===== src/rtl/tone_pkg.sv =====
`default_nettype none
// ============================================================================
// Module      : tone_pkg
// Description : Note table, half-period and sizing helpers for tone_synth.
// Revision    : 1.0 - initial release
// ============================================================================
package tone_pkg;

    typedef enum logic [2:0] {
        NOTE_C4 = 3'd0,
        NOTE_D4 = 3'd1,
        NOTE_E4 = 3'd2,
        NOTE_F4 = 3'd3,
        NOTE_G4 = 3'd4,
        NOTE_A4 = 3'd5,
        NOTE_B4 = 3'd6,
        NOTE_C5 = 3'd7
    } note_e;

    localparam int c_num_notes   = 8;
    localparam int c_harm_offset = 2;

    // Integer note frequencies in Hz, indexed by key number.
    function automatic int note_freq(input int k);
        case (k)
            0:       return 262;
            1:       return 294;
            2:       return 330;
            3:       return 349;
            4:       return 392;
            5:       return 440;
            6:       return 494;
            default: return 523;
        endcase
    endfunction

    function automatic int half_period(input int clk_hz, input int k);
        return clk_hz / (2 * note_freq(k));
    endfunction

    function automatic int clog2(input int value);
        int result;
        result = 0;
        while ((1 << result) < value) result++;
        return result;
    endfunction

endpackage
`default_nettype wire


===== src/rtl/tone_synth_gen.sv =====
`default_nettype none
// ============================================================================
// Module      : tone_gen
// Description : Square-wave generator: half-period counter, phase flop and
//               signed amplitude stage with a synchronous restart.
// Revision    : 1.0 - initial release
// ============================================================================
module tone_gen #(
    parameter int HALF_W  = 18,
    parameter int AUDIO_W = 16
) (
    input  logic                      clk,
    input  logic                      rst,
    input  logic                      i_restart,
    input  logic [HALF_W-1:0]         i_half,
    input  logic [AUDIO_W-1:0]        i_amp,
    input  logic                      i_active,
    output logic signed [AUDIO_W-1:0] o_sample
);

    logic [HALF_W-1:0] r_cnt;
    logic              r_phase;
    logic              w_wrap;

    // A half period of 0 or 1 toggles every cycle rather than stalling.
    assign w_wrap = ({1'b0, r_cnt} + {{HALF_W{1'b0}}, 1'b1}) >= {1'b0, i_half};

    always_ff @(posedge clk) begin
        if (rst || i_restart) begin
            r_cnt   <= '0;
            r_phase <= 1'b1;
        end else if (w_wrap) begin
            r_cnt   <= '0;
            r_phase <= ~r_phase;
        end else begin
            r_cnt   <= r_cnt + 1'b1;
        end
    end

    always_comb begin
        o_sample = '0;
        if (i_active) begin
            o_sample = r_phase ? $signed(i_amp) : -$signed(i_amp);
        end
    end

endmodule
`default_nettype wire


===== src/rtl/tone_synth.sv =====
`default_nettype none
// ============================================================================
// Module      : tone_synth
// Description : Keyed square-wave synthesiser with saturating volume, octave
//               shift and an optional harmony voice on the right channel.
// Revision    : 1.0 - initial release
// ============================================================================
module tone_synth
    import tone_pkg::*;
#(
    parameter int CLK_HZ   = 100000000,
    parameter int NUM_KEYS = 8,
    parameter int VOL_W    = 4,
    parameter int VOL_INIT = 8,
    parameter int OCT_MAX  = 3,
    parameter int AUDIO_W  = 16
) (
    input  logic                   clk,
    input  logic                   rst,
    input  logic [NUM_KEYS-1:0]    key_pulse,
    input  logic                   vol_up,
    input  logic                   vol_dn,
    input  logic                   oct_up,
    input  logic                   oct_dn,
    input  logic                   stereo_mode,
    output logic [AUDIO_W-1:0]     left_audio,
    output logic [AUDIO_W-1:0]     right_audio,
    output logic [VOL_W-1:0]       vol_level,
    output logic [((clog2(OCT_MAX+1) < 1) ? 1 : clog2(OCT_MAX+1))-1:0] octave,
    output logic [2:0]             note_idx,
    output logic                   playing
);

    localparam int c_oct_w     = (clog2(OCT_MAX+1) < 1) ? 1 : clog2(OCT_MAX+1);
    localparam int c_half_raw  = clog2(half_period(CLK_HZ, 0) + 1);
    localparam int c_half_w    = (c_half_raw < 1) ? 1 : c_half_raw;
    localparam int c_amp_shift = AUDIO_W - 1 - VOL_W;

    logic                       r_playing;
    logic [2:0]                 r_note;
    logic [VOL_W-1:0]           r_vol;
    logic [c_oct_w-1:0]         r_oct;
    logic signed [AUDIO_W-1:0]  r_left;
    logic signed [AUDIO_W-1:0]  r_right;

    logic                       w_key_hit;
    logic [2:0]                 w_key_idx;
    logic                       w_key_stop;
    logic                       w_key_start;
    logic                       w_vol_inc;
    logic                       w_vol_dec;
    logic                       w_oct_inc;
    logic                       w_oct_dec;
    logic                       w_restart;
    logic [3:0]                 w_harm_sum;
    logic                       w_harm_wrap;
    logic [2:0]                 w_harm_idx;
    logic [c_oct_w-1:0]         w_harm_oct;
    logic [c_half_w-1:0]        w_half_tab [c_num_notes];
    logic [c_half_w-1:0]        w_half_left;
    logic [c_half_w-1:0]        w_half_harm;
    logic [AUDIO_W-1:0]         w_amp;
    logic                       w_active;
    logic signed [AUDIO_W-1:0]  w_left_next;
    logic signed [AUDIO_W-1:0]  w_harm_next;

    // Lowest set key wins: scan from the top so the last hit is the lowest.
    always_comb begin
        w_key_hit = 1'b0;
        w_key_idx = '0;
        for (int i = NUM_KEYS - 1; i >= 0; i--) begin
            if (key_pulse[i]) begin
                w_key_hit = 1'b1;
                w_key_idx = 3'(i);
            end
        end
    end

    assign w_key_stop  = w_key_hit && r_playing && (w_key_idx == r_note);
    assign w_key_start = w_key_hit && !w_key_stop;

    assign w_vol_inc = vol_up && !vol_dn && (r_vol != {VOL_W{1'b1}});
    assign w_vol_dec = vol_dn && !vol_up && (r_vol != '0);
    assign w_oct_inc = oct_up && !oct_dn && (r_oct != c_oct_w'(OCT_MAX));
    assign w_oct_dec = oct_dn && !oct_up && (r_oct != '0);
    assign w_restart = w_key_start || w_oct_inc || w_oct_dec;

    always_ff @(posedge clk) begin
        if (rst) begin
            r_playing <= 1'b0;
            r_note    <= '0;
            r_vol     <= VOL_W'(VOL_INIT);
            r_oct     <= '0;
        end else begin
            if (w_key_stop) begin
                r_playing <= 1'b0;
            end else if (w_key_start) begin
                r_playing <= 1'b1;
                r_note    <= w_key_idx;
            end
            if (w_vol_inc) r_vol <= r_vol + 1'b1;
            if (w_vol_dec) r_vol <= r_vol - 1'b1;
            if (w_oct_inc) r_oct <= r_oct + 1'b1;
            if (w_oct_dec) r_oct <= r_oct - 1'b1;
        end
    end

    generate
        for (genvar g = 0; g < c_num_notes; g++) begin : g_half_tab
            assign w_half_tab[g] = c_half_w'(half_period(CLK_HZ, g));
        end
    endgenerate

    // Harmony voice: key shifted up by the offset, folding into the next octave.
    assign w_harm_sum  = {1'b0, r_note} + 4'(c_harm_offset);
    assign w_harm_wrap = w_harm_sum >= 4'(NUM_KEYS);
    assign w_harm_idx  = w_harm_wrap ? 3'(w_harm_sum - 4'(NUM_KEYS)) : w_harm_sum[2:0];
    assign w_harm_oct  = (w_harm_wrap && (r_oct != c_oct_w'(OCT_MAX))) ? r_oct + 1'b1 : r_oct;

    assign w_half_left = w_half_tab[r_note] >> r_oct;
    assign w_half_harm = w_half_tab[w_harm_idx] >> w_harm_oct;

    assign w_amp    = {{(AUDIO_W-VOL_W){1'b0}}, r_vol} << c_amp_shift;
    assign w_active = r_playing && (r_vol != '0);

    tone_gen #(
        .HALF_W  (c_half_w),
        .AUDIO_W (AUDIO_W)
    ) u_left_gen (
        .clk       (clk),
        .rst       (rst),
        .i_restart (w_restart),
        .i_half    (w_half_left),
        .i_amp     (w_amp),
        .i_active  (w_active),
        .o_sample  (w_left_next)
    );

    tone_gen #(
        .HALF_W  (c_half_w),
        .AUDIO_W (AUDIO_W)
    ) u_harm_gen (
        .clk       (clk),
        .rst       (rst),
        .i_restart (w_restart),
        .i_half    (w_half_harm),
        .i_amp     (w_amp),
        .i_active  (w_active),
        .o_sample  (w_harm_next)
    );

    always_ff @(posedge clk) begin
        if (rst) begin
            r_left  <= '0;
            r_right <= '0;
        end else begin
            r_left  <= w_left_next;
            r_right <= stereo_mode ? w_harm_next : w_left_next;
        end
    end

    assign left_audio  = r_left;
    assign right_audio = r_right;
    assign vol_level   = r_vol;
    assign octave      = r_oct;
    assign note_idx    = r_note;
    assign playing     = r_playing;

endmodule
`default_nettype wire


===== config.mk =====
export PLATFORM = sky130hd
export DESIGN_NAME = tone_synth
export DESIGN_NICKNAME = d
export VERILOG_FILES = /design/src/rtl/tone_pkg.sv /design/src/rtl/tone_synth_gen.sv /design/src/rtl/tone_synth.sv
export SDC_FILE = /design/constraint.sdc
export NUM_CORES = 1
export LEC_CHECK = 0
export ABC_AREA = 1
export BUFFER_PORTS_ARGS = -buffer_cell sky130_fd_sc_hd__buf_2
export CORE_AREA = 3 3 126 79
export DETAILED_ROUTE_END_ITERATION = 8
export DIE_AREA = 0 0 129 82
export PLACE_DENSITY_LB_ADDON = 0.1
export SKIP_CTS_REPAIR_TIMING = 1
export SYNTH_ARGS = -nofsm -noshare
export SYNTH_HDL_FRONTEND = slang
export SYNTH_SLANG_ARGS = --single-unit

===== constraint.sdc =====
create_clock -name clk -period 4.1 [get_ports clk]
set_clock_uncertainty 0.1 [all_clocks]
set_input_delay 0.41 -clock clk [delete_from_list [all_inputs] [get_ports clk]]
set_output_delay 0.41 -clock clk [all_outputs]
set_load 0.02 [all_outputs]

==> summary.md, run 1 <==
The run finished with clean final reports. The number of hold violations in the final report was 0. The starting DRC count in detailed routing was 435.

Yosys mapped the design onto 49 distinct sky130hd cell types. Type of the worst setup path: flop to flop. The cell chosen for the clock root was clkbuf_16.

Data arrival time of the critical path: 3.82 ns. The maximum vdd drop came out at 0.264 mV. Counting along the longest clock path gives a buffer depth of 2.

Dividing the synthesized area by the synthesized cell count gives 6.57 µm². Dividing the final minimum period by the clock period gives 90.5%. The highest fanout seen on the critical path was 20; the via density per instance was 5.35.

In this design, the stage delay of the slowest critical-path cell is 0.69 ns. The endpoint identified for the worst register-to-register timing path is u_harm_gen.r_phase. The tools report the static leakage as 0.00292 µW. The run gives 0 as the count of synthesis-stage warnings from yosys.

The post-synthesis async set-or-reset flop share was 0%; the share of the synthesized area in the top cell type was 21.2%. In the synthesized netlist the dominant register cell turns out to be dfxtp_1. The die is 82 µm tall.

The logs give 10100 µm for the half-perimeter wire length of the detailed placement result and 0 ns for the total negative slack for setup checks. Sequential cells were found to cover 21.2% of the synthesized design area. The tools report the number of filler cells placed in the layout as 837.

The startpoint identified for the worst hold timing path is rst. Global routing finished with a remaining overflow of 0. The tools report the residual antenna-violating net count after detailed routing as 0. The flip-flop and latch count after synthesis is 57.

The worst hold path passes through 3 cells. The CTS clock-pin slew for the worst setup and hold paths works out to 0.05 ns. The number of buffers added by the clock tree synthesis step is 9, and the number of maximum-capacitance violations is 0. The routed wirelength normalized by instance count works out to 13.3 µm.

The number of enable-type register cells in the synthesized netlist was 0; the initial antenna violation count was 0. Leaving out filler cells and counting taps, the final layout contains 967. The run gives 5170 as the via count. Startpoint type of the worst setup path: a flop.

Walking the worst path, the cells encountered are ha_1, inv_1, nand2_1, nand2_1, nand2_1, inv_1, o211ai_1, o21ai_0, nand2_1, o21ai_0, ha_1, nand2_1, nand2_1, a21oi_1, nand2_1, nand2_1, nand2_1, nand2_1, nand2_1, nand2_1, nand3_4, nand2_1, nand3_1. For the cell count after placement, the log shows 951. The effective utilization at floorplan came out at 59.8%. The run gives 818 as the number of instances in the synthesized netlist.

In the layout the commonest cells are nand2_1 (205), inv_1 (133), o21ai_0 (64). The run gives 0.0106 mm² as the die area. The cell family contributing the most delay on the critical path is simple AND/OR/NAND/NOR gates. The library cell used most frequently in the layout, excluding fill and tap cells, is nand2_1.

Hold-critical path endpoint: vol_level[3]. TritonCTS built the clock tree. In this run the critical register-to-register path is launched from octave[0].

The clock drives 57 sinks. The run gives 4572 as the via count of the first global-routing pass. From synthesis to final layout, the design area changed by 7.92%.

The run gives 0 as the max-slew violation total from the final report. The tools report the final wirelength as 12900 µm. Setup violations remaining at the end of the flow were counted as 0. At the end of the flow, the number of nets in the layout was 917. Routability-driven placement finished with a final weighted congestion of 0.940. Setup repair after global routing left no endpoint under its margin. The count of unresolved DRC violations after routing came out at 0. Final period demand of the worst path: 3.71 ns. 0 antenna diodes ended up in the layout. For the global-route wire length before repair, the log shows 21600 µm. Measured against its own limit, the worst slew margin works out to 52.5%.

The type of element capturing the critical path was a flop. The number of buffers and inverters on the critical path was 2. Across every metal layer, demand over resource in global routing totals 25.6%. Path depth of the worst reg2reg path: 23. Sorting the synthesized cells by area gives the leading types as dfxtp_1 (21%), nand2_1 (14%), ha_1 (13%). At the pin with the least slew margin, the transition time is 0.713 ns. CTS built an H-tree with a depth of 3. Entering global routing, the biggest net connects 38 pins.

Setup slack on the worst reg-to-reg path comes out at 0.39 ns. The run gives 0.269 GHz as the highest attainable clock frequency. The die extent in x came out at 129 µm. After floorplanning, the core was divided into 27 placement rows.

Power per cell area: 310 mW/mm². The insertion delay to the later sink of the worst-skew pair is 0.33 ns. The min-delay analysis places its worst path in the category input pin to flop. The top-level port count came out at 57.

The most area-hungry cell type in the Yosys netlist is dfxtp_1. Cells with a size suffix above 1 make up 12.9% of the layout. The required time reported for the critical path endpoint was 4.21 ns.

The first detailed-routing pass took 5 iterations. Among the stages of the critical path, the cell type that occurs most often is nand2_1. Buffers placed on the I/O ports in this run total 34. The run gives 0.00899 mm² as the standard cell core area.

Library cell contributing the largest single delay on the critical path: dfxtp_1. The synthesized netlist occupies a cell area of 0.00537 mm².
[registers in the layout, indices dropped and copies added (netlist names)]
register / cells
left_audio: 5
note_idx: 3
octave: 2
playing: 1
right_audio: 4
u_harm_gen.r_cnt: 18
u_harm_gen.r_phase: 1
u_left_gen.r_cnt: 18
u_left_gen.r_phase: 1
vol_level: 4
[power by group]
part           internal, µW  switching [µW]
sequential              571            24.0
clock                   425             278
combinational           166             332
[through the flow]
stage | hold slack [ns] | setup slack (ns) | cell area, µm² | utilization [%] | total power (µW)
4_1_cts | 0.202 | 0.284 | 5800 | 64.5 | 1800
3_3_place_gp | 0.378 | 0.307 | 5510 | 61.3 | 1080
6_report | 0.206 | 0.389 | 5800 | 64.5 | 1800
2_1_floorplan | 0.380 | 0.397 | 5450 | - | 992
5_1_grt | 0.225 | 0.0178 | 5800 | 64.5 | 1910
3_5_place_dp | 0.387 | 0.302 | 5510 | 61.3 | 1090
[worst max path at each step]
stage	depth (start not counted)	slack, ns	from	endpoint
2_1_floorplan	21	0.40	octave[1]	u_harm_gen.r_cnt[16]
5_1_grt	22	0.02	octave[0]	u_harm_gen.r_cnt[6]
6_report	23	0.39	octave[0]	u_harm_gen.r_phase
3_5_place_dp	18	0.30	note_idx[1]	u_harm_gen.r_phase
4_1_cts	18	0.28	note_idx[1]	u_harm_gen.r_phase
3_3_place_gp	18	0.31	note_idx[1]	u_harm_gen.r_phase
[synthesized netlist by cell type (2+ instances only)]
master / n
a211oi_1: 3
a21oi_1: 31
a31oi_1: 4
buf_2: 3
buf_4: 23
buf_6: 6
clkbuf_1: 11
clkinv_1: 2
dfxtp_1: 57
ha_1: 55
inv_1: 133
inv_2: 2
mux2i_1: 2
nand2_1: 205
nand2_4: 2
nand3_1: 33
nand3_4: 2
nand4_1: 13
nor2_1: 50
nor2_2: 6
nor3_1: 22
nor3_2: 29
o211ai_1: 3
o21a_1: 2
o21ai_0: 64
o21bai_1: 5
o22ai_1: 2
o311ai_0: 2
o31ai_1: 3
or2_2: 5
xor2_1: 20
[tightest hold or removal path, stage by stage]
cell	delay, ns
buf_2	0.11
a21oi_1	0.04
nand2_1	0.05
[kinds of logic after synthesis]
group	share of synthesized area (%)
adder cells (fa/ha/maj)	13.2
flip-flops	21.2
other	0.0698
buffers and inverters	15.2
AO/OA/AOI/OAI	13.3
multiplexers	0.373
AND/OR/NAND/NOR	33.4
XOR/XNOR	3.26
[per-layer routing]
metal  routed length [µm]  vias up  GRT usage [%]
met5                    0        -              0
met4                  146        0           5.77
met3                  821       17           5.91
met2                 5160      178           38.2
met1                 6760     2322           37.3
li1                     -     2653              -
[cell type report]
cell class	count	area [µm²]	share of cell area (%)
well taps	116	145	2.50
inverters	137	514	8.87
clock inverters	6	43.8	0.755
flip-flops and latches	57	1140	19.7
repair buffers	40	215	3.71
clock buffers	10	239	4.12
multi-input cells	601	3500	60.3
Power figures use the tool's default switching activity.
==> run 2: changes to the inputs <==
--- a/config.mk
+++ b/config.mk
@@ -9,5 +9,5 @@
 export BUFFER_PORTS_ARGS = -buffer_cell sky130_fd_sc_hd__buf_2
-export CORE_AREA = 3 3 126 79
+export CORE_AREA = 3 3 122 77
 export DETAILED_ROUTE_END_ITERATION = 8
-export DIE_AREA = 0 0 129 82
+export DIE_AREA = 0 0 125 80
 export PLACE_DENSITY_LB_ADDON = 0.1
==> constraint.sdc (replaced) <==
create_clock -name clk -period 4.4 [get_ports clk]
set_clock_uncertainty 0.1 [all_clocks]
set_input_delay 0.22 -clock clk [delete_from_list [all_inputs] [get_ports clk]]
set_output_delay 0.22 -clock clk [all_outputs]
set_load 0.02 [all_outputs]
==> summary.md, run 2 (same netlist as run 1, synthesis figures left out) <==
The transition time at the pin with the least slew margin is 0.712 ns. Counting the buffers created by CTS gives 9. The required time reported for the critical path endpoint came out at 4.55 ns.

The type of the worst setup path is flop to flop. The run finished with clean final reports. The count of H-tree levels built during CTS came out at 3.

Max-cap violations in this run came to 0. For this design the static power due to leakage is 0.00294 µW. The run gives 0 as the number of diodes. Compared with the post-synthesis result, the final layout area differs by 8.68%.

After detailed routing, the average wire length per cell comes to 13.6 µm. The via count of the first global-routing pass is 4692. The max-slew violation total from the final report was 0; the number of sinks handled by clock tree synthesis was 57. The run gives 944 as the cell count after placement.

The tools report the launch instance of the worst min-delay path as rst. The detail route stage leaves a number of antenna-violating nets equal to 0. Of the available clock period, the critical path in the final layout requires 88.3%. The data arrival time of the critical path came out at 4.04 ns. The classification of the worst-slack hold path is input pin to flop. The tools report the remaining max-slew budget at the tightest pin as 52.5%. The number of standard-cell rows in the floorplan is 26, and the maximum buffer depth of the clock tree is 2. The run gives 0 as the initial antenna violation count. For this run, the post-layout net count is 914. For this block, the via count after detailed routing is 5269. The power per cell area is 318 mW/mm². The critical path starts at octave[0].

In this design, the critical path's most frequently occurring cell is nand2_1. The worst setup path is launched from a flop. The tools report the insertion delay to the later sink of the worst-skew pair as 0.34 ns.

Type of element capturing the critical path: a flop. The via density per instance was 5.49; the die extent in x was 125 µm. The tools report the final setup violation count as 0. The tools report the critical register-to-register path startpoint as octave[0]. In this run the worst path has a maximum fanout of 20. After filler insertion, the fill cell instance count of the layout stands at 719. After detailed routing, the number of remaining DRC violations is 0. The first global-routing pass estimated 22100 µm of wire.

The top-level port count is 57. For the number of hold violations in the final report, the log shows 0. After floorplanning, the core was sized to cover 0.00839 mm². The final period demand of the worst path is 3.89 ns. Layout cell share with drive strength beyond 1: 12.3%.

The top cell types in the final layout, fill and taps aside, are nand2_1 (205), inv_1 (133), o21ai_0 (64). The starting DRC count in detailed routing came out at 720. The run gives 27.2% as the global-route total usage across every layer. After routing, the total negative slack on setup checks comes to 0 ns. Before antenna repair, the detailed router went through 7 iterations. Entering global routing, the biggest net connects 38 pins.

Clock-pin slew was measured on the worst setup and hold paths at 0.05 ns. The y dimension of the die works out to 80 µm. Excluding fillers, the count of instances in the completed layout stands at 960. The port buffer count works out to 34. The largest single stage delay on the critical path is 0.68 ns.

The total cell area at the placement stage is 0.00549 mm². At the end of routability-driven placement, the weighted congestion stood at 1.03. The area of all placed cells without fillers was 0.00584 mm².

The cell chosen for the clock root is clkbuf_16. Summed over all layers, the routed wires come to 13000 µm. On the critical path, the stage with the largest delay is an instance of dfxtp_1. Setup repair after global routing left no endpoint under its margin.

Once detailed placement completed, the half-perimeter wirelength came to 10100 µm. IR analysis of the VDD net gives a maximum drop of 0.288 mV. TritonCTS built the clock tree.

The initial utilization of the core area, before any placement, comes to 64.0%. The die area came out at 0.0100 mm². Traced cell by cell, the critical path runs through inv_2, ha_1, inv_1, o21ai_1, inv_1, o211ai_1, o21ai_0, inv_1, ha_1, nand3_1, nand2_1, nand2_1, nand2_1, nand2_1, nand2_1, nand2_1, nand2_1, nand2_1, nand3_4, nor3_2.

The remaining global-route overflow is 0, and the highest attainable clock frequency is 0.257 GHz. Most frequent standard cell in the layout excluding fill and tap cells: nand2_1.
run 2: per-stage QoR:
stage	setup WS [ns]	hold slack (ns)	power, µW	utilization [%]
floorplan	0.697	0.208	924	-
global placement	0.638	0.347	1000	65.4
detailed placement	0.562	0.363	1020	65.4
CTS	0.562	0.0166	1850	69.6
global route	0.0187	0.0389	1950	69.6
finish	0.513	0.0190	1860	69.6
run 2: path summary, 6_finish.rpt:
path                           to  slack, ns  cells after the start
max          u_harm_gen.r_cnt[17]       0.51                     20
min                  vol_level[3]       0.02                      3
max reg2reg  u_harm_gen.r_cnt[17]       0.51                     20
min reg2reg          vol_level[0]       0.39                      1
run 2: per-layer routing:
metal | up-vias | global-route usage [%] | routed length (µm)
li1 | 2642 | - | -
met1 | 2376 | 39.5 | 6510
met2 | 229 | 40.5 | 5290
met3 | 22 | 6.35 | 1100
met5 | - | 0 | 0
met4 | 0 | 6.71 | 150
run 2: critical path, delay by kind of cell, from the launching register on:
kind                     cells  cell delay, ns
buffers and inverters        4            0.82
AND/OR/NAND/NOR             11            1.12
adder cells (fa/ha/maj)      2            0.64
flip-flops                   1            0.68
AO/OA/AOI/OAI                3            0.43
run 2: cell type report:
type / count / area (µm²) / share of cell area [%]
Multi-Input combinational cell: 601 / 3500 / 59.9
Sequential cell: 57 / 1140 / 19.5
Inverter: 137 / 514 / 8.80
Clock buffer: 12 / 256 / 4.39
Timing Repair Buffer: 37 / 193 / 3.30
Tap cell: 112 / 140 / 2.40
Clock inverter: 4 / 98.8 / 1.69
run 2: where the power goes:
group / total [µW] / switching [µW] / leakage, µW / internal [µW]
sequential: 559 / 27.2 / 0.000462 / 532
clock: 836 / 252 / 0.000173 / 584
combinational: 461 / 309 / 0.00231 / 152
==> run 3: changes to the inputs <==
- CTS_BUF_LIST: not set -> sky130_fd_sc_hd__clkbuf_4
==> summary.md, run 3 (same netlist as run 1, synthesis figures left out) <==
The flow ran to the end, and the final reports show no timing, DRC or antenna violations. Data arrival time of the critical path: 4.12 ns. The H-tree was split into 3 levels. The tools report the half-perimeter wire length of the detailed placement result as 10100 µm.

In this design, the critical path's most frequently occurring cell is nand2_1. The critical path is of the flop to flop type. The library cell contributing the largest single delay on the critical path is dfxtp_1.

The tools report the global-route total usage across every layer as 26.5%. The critical path goes through ha_1, nor2_1, a21oi_1, or2_2, o21ai_0, o21ai_0, ha_1, a21oi_1, nand2_1, nand2_1, nand2_1, nand2_1, nand2_1, nand2_1, nand2_1, nand2_1, nand3_4, nor3_2. Kind of cell adding the most delay to the critical path: simple AND/OR/NAND/NOR gates.

The tools report the final net count as 916. The tools report the maximum vdd drop as 0.260 mV. After the flow finishes, the layout carries non-filler instances totaling 962. At the later pin of the worst-skew pair, clock insertion delay measures 0.42 ns. The largest single stage delay on the critical path is 0.67 ns. The final period demand of the worst path was 3.88 ns. The library cell used most frequently in the layout, excluding fill and tap cells, is nand2_1. Maximum buffer depth of the clock tree: 2. Dividing total power by cell area gives a power density of 265 mW/mm². For this configuration, the core starts out at a cell density of 64.0%. For this run the aggregate overflow at the end of global routing stands at 0.

The worst setup path is launched from a flop. TritonCTS built the clock tree. The floorplan has 26 rows. The remaining max-slew budget at the tightest pin was 53.2%; the initial antenna violation count was 0. The pin count of the biggest net entering global routing came out at 38. The die is 125 µm wide. CTS placed an instance of clkbuf_4 at the clock tree root.

The detail route stage leaves a number of antenna-violating nets equal to 0. The via count of the first global-routing pass was 4676; the total iterations of the first detailed-routing run was 6. The logs give 32.6% for the part of the power in the clock network and 4.64 ns for the required time reported for the critical path endpoint. The first global-routing pass estimated 21800 µm of wire. The floorplan step defined a core boundary enclosing 0.00839 mm².

Of the cells placed in the final design, the portion with a size suffix greater than 1 is 12.1%. The number of buffers and inverters on the critical path is 0, and the number of sinks handled by clock tree synthesis is 57. Clock tree synthesis inserted a total of 9 buffers. Setup repair after global routing left no endpoint under its margin. The number of antenna diodes in the final layout is 0. The tools report the final wirelength as 12800 µm.

The path class of the tightest hold or removal check is input pin to flop. In this run, placement finished with an instance count of 944. The die is 80 µm tall.

For this block, the via count after detailed routing is 5219. Summed over all nets, the switching power comes to 535 µW. The floorplan step defined a die boundary enclosing 0.0100 mm². The count of buffers added on input and output ports is 34. The total negative slack for setup checks was 0 ns.

Internal power comes to 975 µW. In the routed layout, each cell is associated on average with a via count of 5.43. The analysis attributes to cell leakage a power of 0.00287 µW. The top-level port count came out at 57. The top cell types in the final layout, fill and taps aside, are nand2_1 (205), inv_1 (133), o21ai_0 (64). Net switching is 35.4% of the power. Final setup violation count: 0.

The number of hold violations in the final report was 0; the routed wirelength normalized by instance count was 13.3 µm. In the routed design, unresolved DRC markers number 0. Derived from the worst setup path, the maximum achievable clock frequency is 0.258 GHz. Post-synthesis to final-layout area growth: 5.82%. The sequential cell fraction of total power is 36.9%, and the starting DRC count in detailed routing is 719. The highest fanout seen on the critical path is 19, and the overall power is 1510 µW.

Combinational cells account for 30.5% of the total power. The CTS clock-pin slew for the worst setup and hold paths works out to 0.10 ns. The congestion estimate from routability-driven global placement came to 1.03.

The worst setup path is captured at a flop. The share of the cycle needed by the critical path after routing works out to 88.2%. The number of maximum-capacitance violations was 0; the transition time at the pin with the least slew margin was 0.702 ns. The max-slew violation total from the final report was 0.
[run 3: final cells by class]
cell class	instances	area, µm²
multi-input cells	601	3500
fillers	730	2710
flip-flops and latches	57	1140
inverters	137	514
repair buffers	39	213
well taps	112	140
clock inverters	6	106
clock buffers	10	75.1
[run 3: final timing paths]
check	cells past startpoint	endpoint	slack [ns]	startpoint
max	18	u_harm_gen.r_cnt[6]	0.52	note_idx[2]
min	4	note_idx[0]	0.02	key_pulse[0]
max reg2reg	18	u_harm_gen.r_cnt[6]	0.52	note_idx[2]
min reg2reg	1	vol_level[0]	0.40	vol_level[0]
[run 3: metrics by stage]
stage          util [%]  hold WS, ns  setup WS, ns  instance area (µm²)
4_1_cts            67.5      -0.0807         0.563                 5670
5_1_grt            67.8       0.0283        0.0235                 5690
2_1_floorplan         -        0.208         0.697                 5450
3_3_place_gp       65.4        0.347         0.638                 5490
6_report           67.8       0.0162         0.520                 5690
3_5_place_dp       65.4        0.363         0.562                 5490
[run 3: per-layer routing]
metal,track usage (%),part of all wire [%]
met5,0,0
met3,5.61,7.7
met4,5.63,1.1
met2,39.4,41
met1,39.1,50
[run 3: power by group through the flow]
stage                     logic (µW)  registers (µW)  clock network [µW]
after global routing             525             562                 521
after floorplan                  351             573                   0
after detailed placement         448             569                   0
after global placement           437             567                   0
after CTS                        451             557                 502
final                            460             558                 492
[run 3: worst register-to-register path, cell delays in order, from the launching register on]
cell     delay (ns)
dfxtp_1        0.67
ha_1           0.48
nor2_1         0.32
a21oi_1        0.10
or2_2          0.32
o21ai_0        0.11
o21ai_0        0.18
ha_1           0.34
a21oi_1        0.13
nand2_1        0.07
nand2_1        0.06
nand2_1        0.05
nand2_1        0.05
nand2_1        0.05
nand2_1        0.06
nand2_1        0.04
nand2_1        0.11
nand3_4        0.31
nor3_2         0.27
